File: config.mk
export PLATFORM = sky130hd
export DESIGN_NAME = sequence_generator
export DESIGN_NICKNAME = d
export VERILOG_FILES = /design/src/rtl/sequence_generator.sv
export SDC_FILE = /design/constraint.sdc
export NUM_CORES = 1
export LEC_CHECK = 0
export ABC_AREA = 1
export CORE_UTILIZATION = 30
export CTS_BUF_LIST = sky130_fd_sc_hd__clkbuf_4
export DETAILED_ROUTE_END_ITERATION = 7
export DONT_BUFFER_PORTS = 1
export GPL_ROUTABILITY_DRIVEN = 0
export PLACE_DENSITY = 0.43
export SLEW_MARGIN = 25
export SYNTH_ARGS = -nofsm -noshare
export SYNTH_HDL_FRONTEND = slang
export SYNTH_SLANG_ARGS = --single-unit
File: constraint.sdc
create_clock -name Clk -period 3.7 [get_ports Clk]
set_input_delay 0 -clock Clk [delete_from_list [all_inputs] [get_ports Clk]]
set_output_delay 0 -clock Clk [all_outputs]
set_load 0.05 [all_outputs]
File: src/rtl/sequence_generator.sv
// sequence_generator
//
// Fills the 32-entry game sequence RAM with random digits after a start
// request. The digit range depends on the latched difficulty. A free-running
// 16-bit LFSR supplies the randomness, so the sequence depends on the cycle
// in which the player pressed start.
//
// Ports:
//   Clk       - clock, all logic on the rising edge
//   Rst       - synchronous active-high reset
//   GoGen     - start request, sampled only while idle
//   Diff      - difficulty: 01 easy (1..4), 10 medium (1..7), 11 hard (1..9), 00 as 01
//   FinGen    - one-cycle pulse once all SEQ_LEN digits are written
//   Busy      - high from the cycle after a start is accepted through the FinGen cycle
//   RAMWrEn   - write strobe to the sequence RAM, one cycle per digit
//   RAMWrAddr - write address (held between writes)
//   RAMWrData - digit to write (held between writes)

module sequence_generator #(
  parameter int unsigned SEQ_LEN = 32,
  parameter logic [15:0] SEED    = 16'hACE1
) (
  input  logic       Clk,
  input  logic       Rst,
  input  logic       GoGen,
  input  logic [1:0] Diff,
  output logic       FinGen,
  output logic       Busy,
  output logic       RAMWrEn,
  output logic [4:0] RAMWrAddr,
  output logic [3:0] RAMWrData
);

  // An all-zero seed would lock the LFSR up.
  localparam logic [15:0] SeedEff = (SEED == 16'h0000) ? 16'h0001 : SEED;
  localparam logic [4:0]  LastAddr = 5'(SEQ_LEN - 1);

  typedef enum logic [1:0] {
    StIdle  = 2'd0,
    StGen   = 2'd1,
    StWrite = 2'd2,
    StDone  = 2'd3
  } stateT;

  stateT       state;
  logic [15:0] lfsr;
  logic [1:0]  DiffQ;
  logic [4:0]  AddrCnt;

  logic [3:0]  cand;
  logic        accept;
  logic [3:0]  digit;

  // Fibonacci LFSR, x^16+x^14+x^13+x^11+1. Runs in every state so the
  // sequence depends on the start time.
  always_ff @(posedge Clk) begin
    if (Rst) begin
      lfsr <= SeedEff;
    end else begin
      lfsr <= {lfsr[14:0], lfsr[15] ^ lfsr[13] ^ lfsr[12] ^ lfsr[10]};
    end
  end

  assign cand = lfsr[3:0];

  // Map the current candidate to a digit for the latched difficulty.
  always_comb begin
    accept = 1'b0;
    digit  = 4'd0;
    case (DiffQ)
      2'b10: begin
        accept = (cand[2:0] != 3'd7);
        digit  = {1'b0, cand[2:0]} + 4'd1;
      end
      2'b11: begin
        accept = (cand >= 4'd1) && (cand <= 4'd9);
        digit  = cand;
      end
      default: begin
        accept = 1'b1;
        digit  = {2'b00, cand[1:0]} + 4'd1;
      end
    endcase
  end

  always_ff @(posedge Clk) begin
    if (Rst) begin
      state     <= StIdle;
      DiffQ     <= 2'b01;
      AddrCnt   <= 5'd0;
      FinGen    <= 1'b0;
      Busy      <= 1'b0;
      RAMWrEn   <= 1'b0;
      RAMWrAddr <= 5'd0;
      RAMWrData <= 4'd0;
    end else begin
      // Strobes are single-cycle unless a state below raises them again.
      RAMWrEn <= 1'b0;
      FinGen  <= 1'b0;
      case (state)
        StIdle: begin
          Busy <= 1'b0;
          if (GoGen) begin
            DiffQ   <= (Diff == 2'b00) ? 2'b01 : Diff;
            AddrCnt <= 5'd0;
            Busy    <= 1'b1;
            state   <= StGen;
          end
        end
        StGen: begin
          // A rejected candidate simply waits for the next LFSR value.
          if (accept) begin
            RAMWrData <= digit;
            RAMWrAddr <= AddrCnt;
            RAMWrEn   <= 1'b1;
            state     <= StWrite;
          end
        end
        StWrite: begin
          if (AddrCnt == LastAddr) begin
            FinGen <= 1'b1;
            state  <= StDone;
          end else begin
            AddrCnt <= AddrCnt + 5'd1;
            state   <= StGen;
          end
        end
        StDone: begin
          Busy  <= 1'b0;
          state <= StIdle;
        end
        default: begin
          Busy      <= 1'b0;
          RAMWrAddr <= 5'd0;
          RAMWrData <= 4'd0;
          state     <= StIdle;
        end
      endcase
    end
  end

endmodule

Word level (Yosys, flattened, before mapping)

Index checks and enable logic that the tools add are counted.

Multipliers: 0
Shifts and indexed selects: 0
Magnitude comparators: 2
Multiplexer cells: 14
Div/mod/pow operators: 0
Add/sub/neg operators: 3
Equality and inequality tests: 10
Reduce and logical (&&, ||, !) cells: 11
Bitwise logic cells: 5

Operators with widths:

| kind                                                               | number |
|---|---|
| 2-to-1 mux 5 bit                                                   | 2 |
| case mux 5 bit (2 select lines)                                    | 1 |
| equality test 2 bit (second input constant)                        | 4 |
| 2-to-1 mux 2 bit                                                   | 4 |
| case mux 2 bit (4 select lines)                                    | 1 |
| case mux 4 bit (2 select lines)                                    | 1 |
| != test 2 bit (second input constant)                              | 3 |
| AND reduction 2 bit                                                | 3 |
| adder 5 x 1 -> 5 bit (second input constant)                       | 1 |
| equality test 5 bit (second input constant)                        | 1 |
| adder 3 x 1 -> 4 bit (second input constant)                       | 1 |
| greater-or-equal comparator 4 x 1 -> 1 bit (second input constant) | 1 |
| <= comparator 4 bit (second input constant)                        | 1 |
| logical NOT 2 bit                                                  | 2 |
| case mux 1 bit (2 select lines)                                    | 2 |
| nonzero test 2 bit                                                 | 2 |
| OR reduction 2 bit                                                 | 2 |
| adder 2 x 1 -> 3 bit (second input constant)                       | 1 |
| 2-to-1 mux 1 bit                                                   | 3 |
| != test 3 bit (second input constant)                              | 1 |
| AND reduction 3 bit                                                | 1 |
| XOR 1 bit                                                          | 3 |
| equality test 2 x 1 -> 1 bit (second input constant)               | 1 |
| NOT 1 bit                                                          | 2 |
| logical AND 1 bit                                                  | 1 |

Memory bits (read-only): 0
RAM bits: 0
Memories kept: 0
Latch bits: 0
Register bits after elaboration: 37
Word-level logic and storage cells: 54
Input port bits: 5
Output and inout port bits: 12

Depth between registers and ports, before layout

Depth in word-level cells: 5
Mapped depth: 10
Depth with buffers taken out: 10

Worst setup path after synthesis

OpenSTA, ideal clock, no wires.

Kind: register to register
Start point: register AddrCnt[0]
End point: register AddrCnt[3]
Setup time: 0.121 ns
Period minus slack after synthesis: 1.516 ns
Buffers on the path: 0
Cell stages (with the launch flop): 11
Setup slack: 2.184 ns
Data required time: 3.579 ns
Arrival time: 1.395 ns
Path through: dfxtp_1 ha_1 inv_1 nor3_1 ha_1 nand2_1 nand2_1 inv_1 nand4_1 xor2_1 nor2_1

Word-level cells in the longest chain between the ends: 3
Elaborated cells between the ends (all ways): 6
Classes of those cells: 1 x add/sub; 2 x eq/ne; 2 x mux; 1 x reduce/logical

RTL lines:

| what                                                                   | RTL line | source |
|---|---|---|
| start: declaration                                                     | 48       | `logic [4:0] AddrCnt;` |
| start signal: assignment                                               | 124      | `AddrCnt <= AddrCnt + 5'd1;` |
| adder 5 x 1 -> 5 bit or equality test 5 bit (tied branches)            | 124, 120 |  |
| 2-to-1 mux 5 bit or != test 2 bit (tied branches)                      | --       |  |
| case mux 5 bit (2 select lines) or AND reduction 3 bit (tied branches) | --       |  |

Parallel ways exist; a longest one is shown, timed or not. The select of a mux whose other input is x is not followed.
A chain may end at the register's enable or synchronous reset.

Worst setup path in the final report

Start point: register AddrCnt[0]
End point: register AddrCnt[4]

The elaborated chain is that of the path after synthesis.

==> metrics.md <==
| Metric | Value |
|---|---|
| Outcome | finished clean |
| Synth cell count leaders | nand2_1, dfxtp_1, inv_1, a21oi_1, nor2_1 |
| Total I/O pin count | 17 |
| Crit path launch type | flip-flop |
| Post-DP HPWL | approximately 2000 um |
| Number of nets with antenna violations after routing | 0 |
| Vias/cell | ~4.4 |
| Via count | ~1200 |
| Peak supply drop | roughly 0.00014 V |
| Normalized max-slew margin | 65.53% |
| Yosys top cell area share | ~50% |
| Total track usage | 12.43% |
| Clock transition at path regs | 110 ps |
| Util after Layout | a little over a third |
| Top FF cell, synth | dfxtp_1 |
| Setup TNS | 0 ps |
| Synth Cell Area | between 1500 and 2000 um2 |
| Avg Inst Size Synth | around 8.2 um2 |
| WL per Instance | about 11 um |
| Die Ht | 72.98 um |
| CP Data Arrival Time | 2310 ps |
| Hold wc startpoint | Diff[0] |
| Setup CP Type | reg -> reg |
| Most frequent cell after synthesis | nand2_1 |
| Peak Freq | 481.3 MHz |
| Mapped Cells | roughly 190 |
| Yosys cell types | 21 |
| Clock Path Buffers | 2 |
| Post-synthesis sequential area ratio | 49.01% |
| Layout net count | between 200 and 250 |
| Clock Skew | around 7.7 ps |
| CTS Sinks | 37 |
| Crit Reg-Reg Endpoint | AddrCnt[4] |
| Num CTS Buffers | 5 |
| RSZ-0062 raised after global routing | no |
| # resized after CTS | 0 |
| WHS Endpoint | DiffQ[0] |
| Port-buffer cells | 0 |
| Design Power | between 0.0007 and 0.0008 W |
| Worst r2r src | AddrCnt[0] |
| Max-Cap Viols | 0 |
| P per Cell Area | about 470 nW/um2 |
| Fin. max-slew vios | 0 |
| WP data required | roughly 3900 ps |
| Share of cells above drive strength 1 | under 10% |
| Initial core utilization | about a third |
| Core ar. | between 4000 and 5000 um2 |
| Later-pin clock latency in the skew report | about 340 ps |
| DR DRC count | 0 |
| Endpoint type of the worst setup path | flip-flop |
| Hold Vio Cnt, Final | 0 |
| Post-Route WL | 2850 um |
| Final worst path period share | between 50% and 60% |
| Die area | between 5000 and 6000 um2 |
| Row Count | 25 |
| Hold path cells | 3 |
| CTS tree | built |
| Vias in the first global route | around 1100 |
| Worst Reg-to-Reg Cells | 10 |
| Worst Hold Class | in -> reg |
| Grt ovf | 0 |
| First-pass iteration count of the detailed router | 4 |
| Warnings from Yosys | 0 |
| Area delta synth->final | 11.67% |
| Clk root buf | clkbuf_4 |
| R2r setup slk | 1620 ps |
| Final setup violation count | 0 |
| Leak pwr | 0.7180 nW |
| Die W | ~73 um |
| Post-synth EDFFs | 0 |
| Post-Place Cell Area | roughly 1600 um2 |
| Cell taking the most area after synthesis | dfxtp_1 |
| H-tree Lvls | 2 |
| Cell area after layout | between 1500 and 2000 um2 |
| Yosys reg bits | 37 |
| N_diodes | 0 |
| Largest net degree at the start of global routing | 35 |
| 1st-iter DRT viols | 46 |
| Initial antenna violation count | 0 |
| Crit-path max FO | 6 |
| Worst Tran Pin Value | about 520 ps |
| Syn nets | around 200 |
| Period minus WS final | approximately 2100 ps |
| First-pass GRT wire length | slightly below 5000 um |
| Post-synth ARST share | 0% |
| Synth top area cells | dfxtp_1, nand2_1, ha_1, a21oi_1, inv_1 |
## sequential cells by signal, summed over array words and instances (netlist names)
signal and cells:
lfsr 16, RAMWrAddr 5, FinGen 1, state 2, RAMWrData 4, AddrCnt 5
RAMWrEn 1, Busy 1, DiffQ 2
## worst max-delay path, stage by stage, from the launching register on
cell and delay [ps]:
dfxtp_1 390, ha_1 180, inv_1 50, nor3_1 130, ha_1 170, nand2_1 70, nand2_1 180, inv_1 110
nand3_1 80, a21oi_1 60, dlygate4sd3_1 550
## power breakdown
| part | switching (W) | internal, W |
|---|---|---|
| registers | 0.0000464 | 0.000425 |
| logic | 0.0000800 | 0.0000473 |
| clock network | 0.000130 | 0.0000683 |
| total | 0.000257 | 0.000540 |
## worst max path at each step
stage | endpoint | depth (start not counted) | from
final | AddrCnt[4] | 10 | AddrCnt[0]
after global routing | AddrCnt[4] | 10 | AddrCnt[1]
after CTS | AddrCnt[4] | 10 | AddrCnt[1]
after detailed placement | RAMWrData[0] | 9 | lfsr[0]
after global placement | RAMWrAddr[1] | 9 | lfsr[0]
after floorplan | AddrCnt[3] | 10 | AddrCnt[0]
## cells in the final DEF, fill, tap and decap left out
| cell type | n |
|---|---|
| nand2_1 | 40 |
| dfxtp_1 | 37 |
| inv_1 | 22 |
| a21oi_1 | 17 |
| nor2_1 | 16 |
| ha_1 | 11 |
| nand3_1 | 10 |
| or2_2 | 8 |
| o21ai_0 | 6 |
| clkbuf_4 | 5 |
| dlygate4sd3_1 | 5 |
| a21oi_2 | 2 |
| o22ai_1 | 2 |
| xor2_1 | 2 |
| nor3_1 | 1 |
| nand2_2 | 1 |
| nand3_2 | 1 |
| nand4_1 | 1 |
| a211oi_1 | 1 |
| xnor2_1 | 1 |
| nand3b_1 | 1 |
| clkinv_1 | 1 |
| clkinvlp_4 | 1 |
| buf_12 | 1 |
## final cells by class
| class | count | area, um2 |
|---|---|---|
| clock buffers | 5 | 37.54 |
| clock inverters | 2 | 11.26 |
| fillers | 512 | 3098 |
| inverters | 22 | 82.58 |
| multi-input cells | 121 | 661.9 |
| flip-flops and latches | 37 | 740.7 |
| well taps | 67 | 83.83 |
| repair buffers | 6 | 70.07 |
## metal layers
metal	global-route usage (%)	wire [um]	up-vias
met5	0	0	-
met4	6.754	61	0
met3	5.110	140	6
met2	19.55	1281	13
met1	14.32	1367	536
li1	-	-	599
## kinds of logic after synthesis
logic type | Yosys count | synth area share (%)
adder cells (fa/ha/maj) | 11 | 9.106
XOR/XNOR | 3 | 1.739
AND/OR/NAND/NOR | 79 | 22.85
buffers and inverters | 27 | 7.202
flip-flops | 37 | 49.01
AO/OA/AOI/OAI | 28 | 10.10
## timing repair
item	4_1_cts	5_1_grt
setup buffers	0	0
hold buffers	6	0
hold endpoints to repair	37	0
## metrics by stage
stage	cells	worst slack, ps	hold slack [ps]
after global placement	247	1858	67.52
after detailed placement	247	1883	67.40
after floorplan	185	2184	127.0
after CTS	260	1614	327.6
final	260	1622	332.8
after global routing	260	1418	305.9
No activity file was read; power rests on OpenSTA's default activity.
